File: src/rtl/clkdiv_pkg.sv
// rtl/clkdiv_pkg.sv - shared constants, per-channel config record and helpers for the divider bank
package clkdiv_pkg;
    localparam int MIN_DIV   = 2;
    localparam int DEF_CNT_W = 8;

    // Field widths follow DEF_CNT_W, so channel CNT_W is expected to match it.
    typedef struct packed {
        logic [DEF_CNT_W-1:0] div;
        logic [DEF_CNT_W-1:0] half;
        logic [DEF_CNT_W-1:0] pending_div;
        logic                 pending;
    } ch_cfg_t;

    function automatic logic [DEF_CNT_W-1:0] half_of(input logic [DEF_CNT_W-1:0] d);
        return d >> 1;
    endfunction

    function automatic int ch_w(input int n);
        return (n > 1) ? $clog2(n) : 1;
    endfunction
endpackage

File: src/rtl/clock_divider_bank_if.sv
// rtl/clock_divider_bank_if.sv - configuration write channel with one-cycle ack/err response
interface clock_divider_bank_if #(
    parameter int NUM_CH = 4,
    parameter int CNT_W  = clkdiv_pkg::DEF_CNT_W
);
    logic                                cfg_we;
    logic [clkdiv_pkg::ch_w(NUM_CH)-1:0] cfg_ch;
    logic [CNT_W-1:0]                    cfg_div;
    logic                                cfg_ack;
    logic                                cfg_err;

    modport master (output cfg_we, cfg_ch, cfg_div, input  cfg_ack, cfg_err);
    modport slave  (input  cfg_we, cfg_ch, cfg_div, output cfg_ack, cfg_err);
endinterface

File: src/rtl/clkdiv_channel.sv
// rtl/clkdiv_channel.sv - one divider channel: counter, period-boundary apply, div_clk/tick registers
// With CLKDIV_GATE_EN an en_i input holds the channel idle and restarts it like a reset release.
module clkdiv_channel
    import clkdiv_pkg::*;
#(
    parameter int CNT_W       = DEF_CNT_W,
    parameter int DEFAULT_DIV = 2
) (
    input  logic             clock,
    input  logic             reset,
    input  logic             align_i,
    input  logic             wr_i,
    input  logic [CNT_W-1:0] wr_div_i,
`ifdef CLKDIV_GATE_EN
    input  logic             en_i,
`endif
    output logic             pending_o,
    output logic             div_clk_o,
    output logic             tick_o
);
    ch_cfg_t          cfg_q, cfg_d;
    logic [CNT_W-1:0] cnt_q, cnt_d, cnt_nxt;
    logic             div_clk_q, div_clk_d, tick_q, tick_d;
    logic             run, resume, wrap;

`ifdef CLKDIV_GATE_EN
    logic dis_q;
    assign run    = en_i;
    assign resume = dis_q;
`else
    assign run    = 1'b1;
    assign resume = 1'b0;
`endif

    assign wrap    = (cnt_q == cfg_q.div - CNT_W'(1));
    assign cnt_nxt = wrap ? '0 : cnt_q + CNT_W'(1);

    always_comb begin
        cfg_d     = cfg_q;
        cnt_d     = cnt_q;
        div_clk_d = div_clk_q;
        tick_d    = tick_q;
        if (!run) begin
            cnt_d     = '0;
            div_clk_d = 1'b0;
            tick_d    = 1'b0;
        end else begin
            if (cfg_q.pending && (align_i || resume || wrap)) begin
                cfg_d.div     = cfg_q.pending_div;
                cfg_d.half    = half_of(cfg_q.pending_div);
                cfg_d.pending = 1'b0;
            end
            if (align_i) begin
                cnt_d     = '0;
                div_clk_d = 1'b1;
                tick_d    = 1'b1;
            end else if (resume) begin
                // Idle edge stood in for cnt=0, so the first running edge lands on cnt=1.
                cnt_d     = CNT_W'(1);
                div_clk_d = (CNT_W'(1) < cfg_d.half);
                tick_d    = 1'b0;
            end else begin
                cnt_d     = cnt_nxt;
                div_clk_d = (cnt_nxt < cfg_d.half);
                tick_d    = (cnt_nxt == '0);
            end
        end
        if (wr_i) begin
            if (run && align_i) begin
                cfg_d.div     = wr_div_i;
                cfg_d.half    = half_of(wr_div_i);
                cfg_d.pending = 1'b0;
            end else begin
                cfg_d.pending_div = wr_div_i;
                cfg_d.pending     = 1'b1;
            end
        end
    end

    always_ff @(posedge clock or negedge reset) begin
        if (!reset) begin
            cfg_q     <= '{div:         CNT_W'(DEFAULT_DIV),
                           half:        CNT_W'(DEFAULT_DIV / 2),
                           pending_div: CNT_W'(DEFAULT_DIV),
                           pending:     1'b0};
            cnt_q     <= '0;
            div_clk_q <= 1'b0;
            tick_q    <= 1'b0;
        end else begin
            cfg_q     <= cfg_d;
            cnt_q     <= cnt_d;
            div_clk_q <= div_clk_d;
            tick_q    <= tick_d;
        end
    end

`ifdef CLKDIV_GATE_EN
    always_ff @(posedge clock or negedge reset) begin
        if (!reset) dis_q <= 1'b0;
        else        dis_q <= ~en_i;
    end
`endif

    assign pending_o = cfg_q.pending;
    assign div_clk_o = div_clk_q;
    assign tick_o    = tick_q;
endmodule

File: src/rtl/clock_divider_bank.sv
// rtl/clock_divider_bank.sv - NUM_CH programmable clock dividers with glitch-free ratio updates
// Optional macro CLKDIV_GATE_EN adds per-channel enable input ch_en.
module clock_divider_bank
    import clkdiv_pkg::*;
#(
    parameter int NUM_CH      = 4,
    parameter int CNT_W       = DEF_CNT_W,
    parameter int DEFAULT_DIV = 2
) (
    input  logic                 clock,
    input  logic                 reset,
    clock_divider_bank_if.slave  cfg,
    input  logic                 align,
`ifdef CLKDIV_GATE_EN
    input  logic [NUM_CH-1:0]    ch_en,
`endif
    output logic [NUM_CH-1:0]    pending,
    output logic [NUM_CH-1:0]    div_clk,
    output logic [NUM_CH-1:0]    tick
);
    localparam int CH_W = ch_w(NUM_CH);

    logic [31:0] ch_idx;
    logic        cfg_ok, ack_q, ack_d, err_q, err_d;

    // Widen before the range check so non-power-of-two banks reject the unused codes.
    assign ch_idx = 32'(cfg.cfg_ch);
    assign cfg_ok = (ch_idx < NUM_CH) && (cfg.cfg_div >= CNT_W'(MIN_DIV));
    assign ack_d  = cfg.cfg_we & cfg_ok;
    assign err_d  = cfg.cfg_we & ~cfg_ok;

    always_ff @(posedge clock or negedge reset) begin
        if (!reset) begin
            ack_q <= 1'b0;
            err_q <= 1'b0;
        end else begin
            ack_q <= ack_d;
            err_q <= err_d;
        end
    end

    assign cfg.cfg_ack = ack_q;
    assign cfg.cfg_err = err_q;

    for (genvar i = 0; i < NUM_CH; i++) begin : g_ch
        clkdiv_channel #(
            .CNT_W       (CNT_W),
            .DEFAULT_DIV (DEFAULT_DIV)
        ) u_ch (
            .clock     (clock),
            .reset     (reset),
            .align_i   (align),
            .wr_i      (ack_d && (cfg.cfg_ch == CH_W'(i))),
            .wr_div_i  (cfg.cfg_div),
`ifdef CLKDIV_GATE_EN
            .en_i      (ch_en[i]),
`endif
            .pending_o (pending[i]),
            .div_clk_o (div_clk[i]),
            .tick_o    (tick[i])
        );
    end
endmodule

File: src/flat_wrapper.sv
// flat-port wrapper written by rule: the top's interface ports become plain ports
module clock_divider_bank_flat import clkdiv_pkg::*;
#(
    parameter int NUM_CH      = 4,
    parameter int CNT_W       = DEF_CNT_W,
    parameter int DEFAULT_DIV = 2
)
  (clock, reset, align, pending, div_clk, tick, cfg_cfg_we, cfg_cfg_ch, cfg_cfg_div, cfg_cfg_ack, cfg_cfg_err);
  clock_divider_bank_if #(.NUM_CH(NUM_CH), .CNT_W(CNT_W)) cfg_i ();
  input  logic clock;
  input  logic reset;
  input  logic align;
  output logic [NUM_CH-1:0] pending;
  output logic [NUM_CH-1:0] div_clk;
  output logic [NUM_CH-1:0] tick;
  input wire logic [$bits(cfg_i.cfg_we)-1:0] cfg_cfg_we;
  input wire logic [$bits(cfg_i.cfg_ch)-1:0] cfg_cfg_ch;
  input wire logic [$bits(cfg_i.cfg_div)-1:0] cfg_cfg_div;
  output wire logic [$bits(cfg_i.cfg_ack)-1:0] cfg_cfg_ack;
  output wire logic [$bits(cfg_i.cfg_err)-1:0] cfg_cfg_err;
  assign cfg_i.cfg_we = cfg_cfg_we;
  assign cfg_i.cfg_ch = cfg_cfg_ch;
  assign cfg_i.cfg_div = cfg_cfg_div;
  assign cfg_cfg_ack = cfg_i.cfg_ack;
  assign cfg_cfg_err = cfg_i.cfg_err;
  clock_divider_bank #(.NUM_CH(NUM_CH), .CNT_W(CNT_W), .DEFAULT_DIV(DEFAULT_DIV)) u_core (.clock(clock), .reset(reset), .cfg(cfg_i), .align(align), .pending(pending), .div_clk(div_clk), .tick(tick));
endmodule
File: config.mk
export PLATFORM = sky130hd
export DESIGN_NAME = clock_divider_bank_flat
export DESIGN_NICKNAME = d
export VERILOG_FILES = /design/src/rtl/clkdiv_pkg.sv /design/src/rtl/clock_divider_bank_if.sv /design/src/rtl/clkdiv_channel.sv /design/src/rtl/clock_divider_bank.sv /design/src/flat_wrapper.sv
export SDC_FILE = /design/constraint.sdc
export NUM_CORES = 1
export LEC_CHECK = 0
export CAP_MARGIN = 20
export CORE_MARGIN = 10
export CORE_UTILIZATION = 45
export CTS_BUF_LIST = sky130_fd_sc_hd__clkbuf_8
export CTS_CLUSTER_SIZE = 40
export DETAILED_ROUTE_END_ITERATION = 6
export PLACE_DENSITY = 0.72
export SLEW_MARGIN = 10
export SYNTH_ARGS = -nofsm -noshare
export SYNTH_HDL_FRONTEND = slang
export SYNTH_SLANG_ARGS = --single-unit
File: constraint.sdc
create_clock -name clock -period 8.49 [get_ports clock]
set_clock_uncertainty 0.1 [all_clocks]
set_input_delay 1.698 -clock clock [delete_from_list [all_inputs] [get_ports clock]]
set_output_delay 1.698 -clock clock [all_outputs]
set_load 0.02 [all_outputs]
== Word level (Yosys, flattened, before mapping) ==
Index checks and enable logic that the tools add are counted.
Cells by class
  muxes and demuxes: 37
  reductions and logical operators: 26
  bitwise gates (word level): 4
  add/subtract/negate cells: 8
  equality and inequality tests: 7
  magnitude comparators: 6
Operators by type and width (count)
  $mux W16: 8
  $mux W25: 4
  $mux W8: 12
  $add A8 B1 Y8 const B: 4
  $eq A8 B8 Y1: 4
  $logic_not A8 Y1: 4
  $lt A8 B8 Y1: 4
  $sub A8 B1 Y8 const B: 4
  $mux W1: 13
  $logic_and A1 B1 Y1: 9
  $ge A8 B2 Y1 const B: 1
  $reduce_and A2 Y1: 4
  $reduce_bool A2 Y1: 4
  $eq A2 B2 Y1 const B: 2
  $logic_or A1 B1 Y1: 4
  $lt A2 B3 Y1 const B: 1
  $and A1 B1 Y1: 2
  $eq A2 B1 Y1 const B: 1
  $logic_not A2 Y1: 1
  $not A1 Y1: 2
Storage, ports and cells
  word-level logic and storage cells: 118
  output and inout bits: 14
  register bits after elaboration: 142
  bits of input ports: 14

== Longest topological paths before layout ==
Gate-level depths: netlist (run 1).
  word-level depth: 7
  mapped depth: 16
  depth with buffers taken out: 15

== Hierarchy ==
A second synthesis (run 1) with hierarchy kept.
Second synthesis, totals
  cells, all modules: 928
  area total of the unflattened synthesis: 8799.7 sq um
By module, submodules not included
  clkdiv_channel at u_core.g_ch[0].u_ch ...: cells an instance 237, instances 3, area each 2192.1 sq um, seq. area each 879.6 sq um
  clkdiv_channel at u_core.g_ch[2].u_ch: cells an instance 203, instances 1, area each 2084.5 sq um, seq. area each 879.6 sq um
  clock_divider_bank: cells an instance 14, instances 1, area each 138.9 sq um, seq. area each 50.0 sq um

== Least setup slack after synthesis (run 1) ==
Ideal clock, no wire load.
  kind: input to register
  start: input align
  end: register u_core.g_ch[3].u_ch.div_clk_q
  stages: 12
  arrival: 4128 ps
  setup slack: 4168 ps
  buffers on the path: 1
  required time: 8296 ps
  setup time: 94 ps
  cells stage by stage: clkbuf_1 > clkinv_1 > o31ai_4 > nand2_2 > mux2i_1 > ha_1 > a21o_1 > a21o_1 > a21o_1 > a2111oi_0 > o21ai_0 > a211oi_1
On the way
  cells in the longest elaborated chain, start to end: 5
RTL lines
  start, declared: line flat_wrapper.sv:12  | input logic align;
  $logic_or A1 B1 Y1: line clkdiv_channel.sv:48  | if (cfg_q.pending && (align_i || resume || wrap)) begin
  $logic_and A1 B1 Y1: line clkdiv_channel.sv:48
  $mux W16: line clkdiv_channel.sv:48
  $lt A8 B8 Y1: line clkdiv_channel.sv:64  | div_clk_d = (cnt_nxt < cfg_d.half);
  $mux W1 (*): line clkdiv_channel.sv:53  | if (align_i) begin
  via u_core.g_ch[3].u_ch.div_clk_d: line clkdiv_channel.sv:23  | logic div_clk_q, div_clk_d, tick_q, tick_d;
  end signal, assigned: line clkdiv_channel.sv:92  | div_clk_q <= div_clk_d;
  end, declared: line clkdiv_channel.sv:23
Mark *: on every way through the listed nets, which the timed path passes. The rest lies on a longest branch.
A chain may end at the register's enable or synchronous reset.

== Worst setup path after layout (run 1) ==
Same ends and word-level chain as after synthesis.

==> metrics.txt, run 1 <==
Worst Setup EP=u_core.g_ch[3].u_ch.div_clk_o; H-tree lvl count=4; total track usage=between 15 and 20%; min Tclk post-route=4.97 ns; CTS Hold Bufs=0; clk sink count=142; IO Port Bufs=27; Chip Width=between 150 and 200 um; worst r2r path cells=15; clk_lat worst skew=roughly 0.47 ns; worst hold slack=between 0.4 and 0.5 ns; synthesized instance count=860; DRC=0; Final Hold Viols=0; Slew Limit Fails=0; pin count of the biggest net entering global routing=approximately 80; slew margin rel.=about 45%; Crit path arrival time=around 5.2 ns; CTS-repair resized insts=0; synth unique cells=67; FF-to-FF End=u_core.g_ch[3].u_ch.div_clk_o; Max stage delay cell, worst path=clkdlybuf4s50_1; Detailed Route WL=19.7 mm; core area=between 15000 and 20000 um^2; worst r2r src=u_core.g_ch[3].u_ch.cfg_q[17]; grt total ovfl=0; Post-Place Cell Area=8640 um^2; FF+latch area=~3600 um^2; sequential share of the synthesized area=approximately 43%; required time of the critical path=approximately 8.8 ns; Primary FF master, synth=dfrtp_1; final core occ=49.8%; pre-CTS setup slack=3.11 ns; Peak VDD IR=~96 uV; CTS Buffer Depth=2; Ys Warns=0; status=finished, final reports clean; final setup vio count=0; Worst Hold Class=register to register; initial antenna violation count=2; area delta synth->final=8.13%; Final #Nets=905; root buffer cell=clkbuf_8; CTS tree=yes; Row Count=slightly below 50; crit path max fanout=26; Initial Util=around 46%; # IOs=28; Max-cap violations=0; non-filler cells, final=1098; vias per inst=~6.0; Crit Path Class=input port to register; CP startpoint kind=input port; layout cells sized above 1=between 10% and 20%; die area=approximately 24000 um^2; Leak=3.94 nW; Slew @ Worst Pin=just over 0.8 ns; Worst-path clk slew=0.08 ns; Post-synth EDFFs=0; post-route ant nets=0; pwr dens=between 200 and 250 nW/um^2; vias in the first global route=between 6000 and 7000; Mapped Area=8360 um^2; area occupied by multi-input gates=4400 um^2; Starting DRT DRC Count=approximately 460; crit-path cells=clkdlybuf4s50_1 > buf_4 > clkinv_1 > o31ai_4 > nand2_2 > mux2i_1 > ha_1 > a21o_1 > a21o_1 > a21o_1 > a2111oi_0 > o21ai_0 > a211oi_1; Final Cell Area=roughly 9000 um^2; vias after detailed routing=between 6000 and 7000; hpwl dp=between 10 and 15 mm; maximum clock frequency=between 0.2 and 0.25 GHz; setup TNS=0 ns; worst stage delay on the critical path=roughly 0.45 ns; RSZ-0062 raised after global routing=no; routed len/inst=~18 um; Tot Pwr=between 2 and 2.5 mW; register-to-register setup slack=3.76 ns; most frequent cell on the critical path=a21o_1; first-pass GRT wire length=around 33 mm; Die H=roughly 160 um; RD Place Congestion=between 0.9 and 1; Avg Inst Size Synth=9.72 um^2; Filler Cell Count=about 1700; fin crit share=about 59%; Async SR Flop Fraction=100%; Mapped Nets=910; placed insts=between 1000 and 1500; final setup margin=between 3 and 4 ns; register bit total from synthesis=142; setup bufs post-CTS=0; Inserted Clock Buffers=17; First-pass DRT Iterations=5; CP startpoint=align; CP endpoint kind=register
-- cells by family after synthesis --
family	after synthesis	share of synthesized area [%]
AND/OR/NAND/NOR	319	19.4
AO/OA/AOI/OAI	175	15.4
flip-flops	142	42.7
buffers and inverters	81	4.71
XOR/XNOR	59	6.18
multiplexers	48	6.22
adder cells (fa/ha/maj)	36	5.39
-- flip-flops by register name (all words and copies together), names as in the netlist --
register                    flops
u_core.g_ch.u_ch.cnt_q         32
u_core.cfg.cfg_err              1
u_core.g_ch.u_ch.pending_o      4
u_core.g_ch.u_ch.div_clk_o      4
u_core.cfg.cfg_ack              1
u_core.g_ch.u_ch.cfg_q         96
u_core.g_ch.u_ch.tick_o         4
-- where the power goes --
part / leakage, nW / total, mW / switching, mW / internal (mW)
Sequential: 1.75 / 0.967 / 0.144 / 0.823
Clock: 0.187 / 0.515 / 0.277 / 0.238
Combinational: 2.00 / 0.617 / 0.330 / 0.287
Total: 3.94 / 2.10 / 0.751 / 1.35
-- area by class of cell --
type                            instances  area share [%]
Antenna cell                            1          0.0277
Clock inverter                         14            1.29
Multi-Input combinational cell        637            48.7
Tap cell                              229            3.17
Clock buffer                           18            2.74
Sequential cell                       142            39.5
Timing Repair Buffer                   33            3.65
Inverter                               24           0.996
-- layer usage --
layer | vias up | global-route usage (%) | share of wire [%] | wire (um)
li1 | 3124 | - | - | -
met1 | 3237 | 21.4 | 46 | 9000
met2 | 148 | 26.4 | 47 | 9310
met3 | 32 | 3.76 | 5.1 | 1000
met4 | 2 | 6.07 | 1.8 | 352
met5 | - | 0 | 0.041 | 8
-- synthesized netlist by cell type, types with 4 or more instances --
library cell	instances	area, um^2
o2111ai_1	10	87.6
nor4bb_1	4	40.0
o311ai_0	6	52.6
nand2b_1	8	50.1
a31oi_1	25	156
nand2_1	66	248
mux2_2	32	360
dfstp_2	12	315
o21a_1	4	30.0
o31a_1	4	35.0
and2_1	15	93.8
buf_4	16	120
dfrtp_1	130	3250
xor2_1	28	245
nor3_1	14	70.1
nor4_1	8	50.1
a21o_1	17	128
clkbuf_1	30	113
and3_1	14	87.6
o211ai_1	39	293
nor2b_1	6	37.5
mux2i_1	16	160
or4_1	7	52.6
or3b_2	5	43.8
buf_2	5	25.0
nand3_1	31	155
ha_1	36	450
a2111oi_0	4	35.0
xnor2_1	31	272
nand4_1	22	138
inv_1	23	86.3
nor2_1	97	364
a21oi_1	12	60.1
o21ai_0	26	130
-- worst min-delay path by stage --
stage | startpoint | to | slack [ns] | depth (start not counted)
2_1_floorplan | u_core.g_ch[0].u_ch.cfg_q[9] | u_core.g_ch[0].u_ch.cfg_q[9] | 0.37 | 2
3_3_place_gp | u_core.g_ch[3].u_ch.cfg_q[9] | u_core.g_ch[3].u_ch.cfg_q[9] | 0.39 | 2
3_5_place_dp | u_core.g_ch[1].u_ch.cfg_q[16] | u_core.g_ch[1].u_ch.cfg_q[16] | 0.39 | 1
4_1_cts | u_core.g_ch[3].u_ch.cfg_q[9] | u_core.g_ch[3].u_ch.cfg_q[9] | 0.41 | 2
5_1_grt | u_core.g_ch[0].u_ch.cfg_q[9] | u_core.g_ch[0].u_ch.cfg_q[9] | 0.43 | 2
6_report | u_core.g_ch[0].u_ch.cfg_q[8] | u_core.g_ch[0].u_ch.cfg_q[8] | 0.41 | 1
-- cell usage in the layout (no fill, tap or decap), drive strengths merged, types with 6 or more instances in the layout --
cell             n
dfrtp          130
nor2            97
nand2           68
o211ai          39
ha              36
mux2            32
nand3           31
xnor2           31
xor2            28
o21ai           27
inv             27
clkdlybuf4s50   26
a31oi           25
nand4           22
clkbuf          19
a21o            17
nor3            17
mux2i           16
and2            15
and3            15
a21oi           12
dfstp           12
o2111ai         10
nor4             8
nand2b           8
or4              8
clkinv           7
nor2b            6
o311ai           6
or3b             6
a2111oi          6
buf              6
-- critical path: cells and delay by family --
kind	cells	cell delay [ns]
mux	1	0.25
buf+inv	3	1.10
compound gates	7	1.61
simple gates	1	0.28
fa+ha+maj	1	0.27
Power figures use the tool's default switching activity.
==> run 2: changes to the inputs <==
- clock period: 8.49 -> 5.15 ns (I/O delays scaled with it)
==> run 2 against run 1 <==
  * Clock-buffer cell count rose by 3
  * Global-route usage rose by 0.16 points
  * Via count rose by 0.95%
  * Critical endpoint is now u_core.g_ch[0].u_ch.div_clk_o
  * Combinational power rose by 65%
  * Cell area rose by 1.7%
  * Sequential power rose by 64%
  * Wire length rose by 0.27%
  * Die area did not move
  * Flip-flop and latch count did not move
==> metrics.txt, run 2 (same netlist as run 1, synthesis figures left out) <==
clk sink count=142 (unchanged); clk_lat worst skew=0.46 ns (was 0.47 ns); Worst-path clk slew=0.08 ns (about the same); # IOs=28 (unchanged); Peak VDD IR=201 uV (was 95.6 uV); First-pass DRT Iterations=6 (was 5); area occupied by multi-input gates=4400 um^2 (unchanged); Slew Limit Fails=0 (unchanged); hpwl dp=13.8 mm (was 14.0 mm); layout cells sized above 1=12.9% (was 11.8%); CP endpoint kind=register (unchanged); CP startpoint kind=register (was input port); sw frac=33.8% (was 35.8%); placed insts=1075 (was 1062); post-route ant nets=0 (unchanged); worst hold slack=0.339 ns (was 0.413 ns); core area=18100 um^2 (unchanged); root buffer cell=clkbuf_8 (unchanged); RSZ-0062 raised after global routing=no (unchanged); Detailed Route WL=19.7 mm (about the same); clock network power share=26.8% (was 24.5%); Leak=4.02 nW (was 3.94 nW); Int Pwr=2.36 mW (was 1.35 mW); logic gate share of total power=28.5% (was 29.4%); min Tclk post-route=~4.5 ns; RD Place Congestion=0.848 (was 0.935); Die H=156 um (unchanged); register-to-register setup slack=0.69 ns (was 3.76 ns); most frequent cell on the critical path=a21o_1 (unchanged); vias in the first global route=6479 (was 6487); H-tree lvl count=4 (unchanged); CTS-repair resized insts=0 (unchanged); crit-path cells=inv_1 > ha_1 > or3b_4 > or4_4 > a2111oi_4 > a31oi_1 > o21ai_0 > and2_1 > ha_1 > a21o_1 > a21o_1 > a21o_1 > a2111oi_0 > o21ai_0 > a211oi_1 (was clkdlybuf4s50_1 > buf_4 > clkinv_1 > o31ai_4 > nand2_2 > mux2i_1 > ha_1 > a21o_1 > a21o_1 > a21o_1 > a2111oi_0 > o21ai_0 > a211oi_1); DRC=0 (unchanged); pwr dens=388 nW/um^2 (was 232 nW/um^2); most common cell after layout, fill and taps aside=dfrtp_1 (unchanged); CTS tree=yes (unchanged); Final Hold Viols=0 (unchanged); setup bufs post-CTS=0 (unchanged); slew margin rel.=33.2% (was 44.6%); CTS Hold Bufs=0 (unchanged); Starting DRT DRC Count=593 (was 461); Max stage delay cell, worst path=dfrtp_1 (was clkdlybuf4s50_1); Row Count=49 (unchanged); biggest regs=u_core.g_ch.u_ch.cfg_q: 96 flops, u_core.g_ch.u_ch.cnt_q: 32 flops (unchanged); Worst Hold Class=input port to async pin (was register to register); CTS Buffer Depth=2 (unchanged); pin count of the biggest net entering global routing=115 (was 82); die area=24400 um^2 (unchanged); pre-CTS setup slack=0.753 ns (was 3.11 ns); required time of the critical path=5.41 ns (was 8.75 ns); Slew @ Worst Pin=1.00 ns (was 0.827 ns); Inserted Clock Buffers=17 (unchanged); grt total ovfl=0 (unchanged); Filler Cell Count=1666 (was 1718); initial antenna violation count=2 (unchanged); worst stage delay on the critical path=0.45 ns (about the same); Crit Path Class=register to register (was input port to register); setup TNS=0 ns (unchanged); Chip Width=156 um (unchanged); FF+latch area=3570 um^2 (unchanged); area delta synth->final=9.94% (was 8.13%); status=finished, final reports clean (unchanged); final setup margin=0.692 ns (was 3.52 ns); non-filler cells, final=1109 (was 1098); vias after detailed routing=6605 (was 6543); Initial Util=46.1% (unchanged); crit path max fanout=8 (was 26); IO Port Bufs=27 (unchanged); maximum clock frequency=~0.22 GHz; Crit path arrival time=4.72 ns (was 5.23 ns); Switch Pwr=1.21 mW (was 0.751 mW); Max-cap violations=0 (unchanged); final setup vio count=0 (unchanged); vias per inst=5.96 (about the same); first-pass GRT wire length=33.1 mm (was 33.0 mm); Top reg by flops=u_core.g_ch.u_ch.cfg_q (unchanged); most frequent cells in the layout=130 x dfrtp_1, 97 x nor2_1, 66 x nand2_1, 39 x o211ai_1, 36 x ha_1 (unchanged); final core occ=50.7% (was 49.8%); fin crit share=between 80 and 90%; total track usage=16.7% (was 16.5%); Largest register FFs=96 (unchanged); Final #Nets=916 (was 905); sequential power share=44.7% (was 46.1%); routed len/inst=17.8 um (was 17.9 um)
-- run 2: routing by layer --
layer / vias up / wire, um / global-route usage, % / part of all wire (%)
li1: 3154 / - / - / -
met1: 3259 / 8870 / 21.2 / 45
met2: 158 / 9430 / 27.1 / 48
met3: 32 / 1000 / 4.14 / 5.1
met4: 2 / 408 / 5.80 / 2.1
met5: - / 13 / 0 / 0.066
-- run 2: final timing paths --
check | from | to | depth (start not counted)
max | u_core.g_ch[0].u_ch.cfg_q[17] | u_core.g_ch[0].u_ch.div_clk_o | 15
max reg2reg | u_core.g_ch[0].u_ch.cfg_q[17] | u_core.g_ch[0].u_ch.div_clk_o | 15
min in group clock | u_core.g_ch[2].u_ch.cfg_q[9] | u_core.g_ch[2].u_ch.cfg_q[9] | 2
min reg2reg | u_core.g_ch[2].u_ch.cfg_q[9] | u_core.g_ch[2].u_ch.cfg_q[9] | 2
max in group asynchronous | reset | u_core.g_ch[0].u_ch.cnt_q[4] | 2
min | reset | u_core.g_ch[1].u_ch.cnt_q[6] | 1
-- run 2: layout make-up --
cell class	count	share of cell area, %
Sequential cell	142	38.8
Tap cell	229	3.12
Clock inverter	11	1.50
Clock buffer	21	3.14
Antenna cell	1	0.0272
Multi-Input combinational cell	637	47.9
Timing Repair Buffer	44	4.56
Inverter	24	0.980
-- run 2: metrics by stage --
stage | cell area (um^2) | total power, mW
global route | 9190 | 3.78
floorplan | 8360 | 2.34
finish | 9190 | 3.57
global placement | 8740 | 2.58
detailed placement | 8740 | 2.61
CTS | 9160 | 3.58
-- run 2: power groups by stage --
stage                     sequential (mW)  combinational, mW  clock [mW]
final                                1.59               1.02       0.955
after global routing                 1.62               1.15        1.02
after CTS                            1.59               1.02       0.973
after detailed placement             1.61               1.00           0
after global placement               1.60              0.981           0
after floorplan                      1.51              0.824           0
-- run 2: critical path, delay by kind of cell, from the launching register on --
family                     cells  cell delay [ns]
DFF                            1             0.45
buffers and inverters          1             0.10
adders and majority gates      2             0.47
and+or+nand+nor                3             1.03
AOI/OAI and AO/OA              9             2.21
==> run 3: changes to the inputs <==
- SKIP_LAST_GASP: unset -> 1
==> results of run 3 <==
Same layout as run 2: the final DEF is identical, and so are final timing and power.
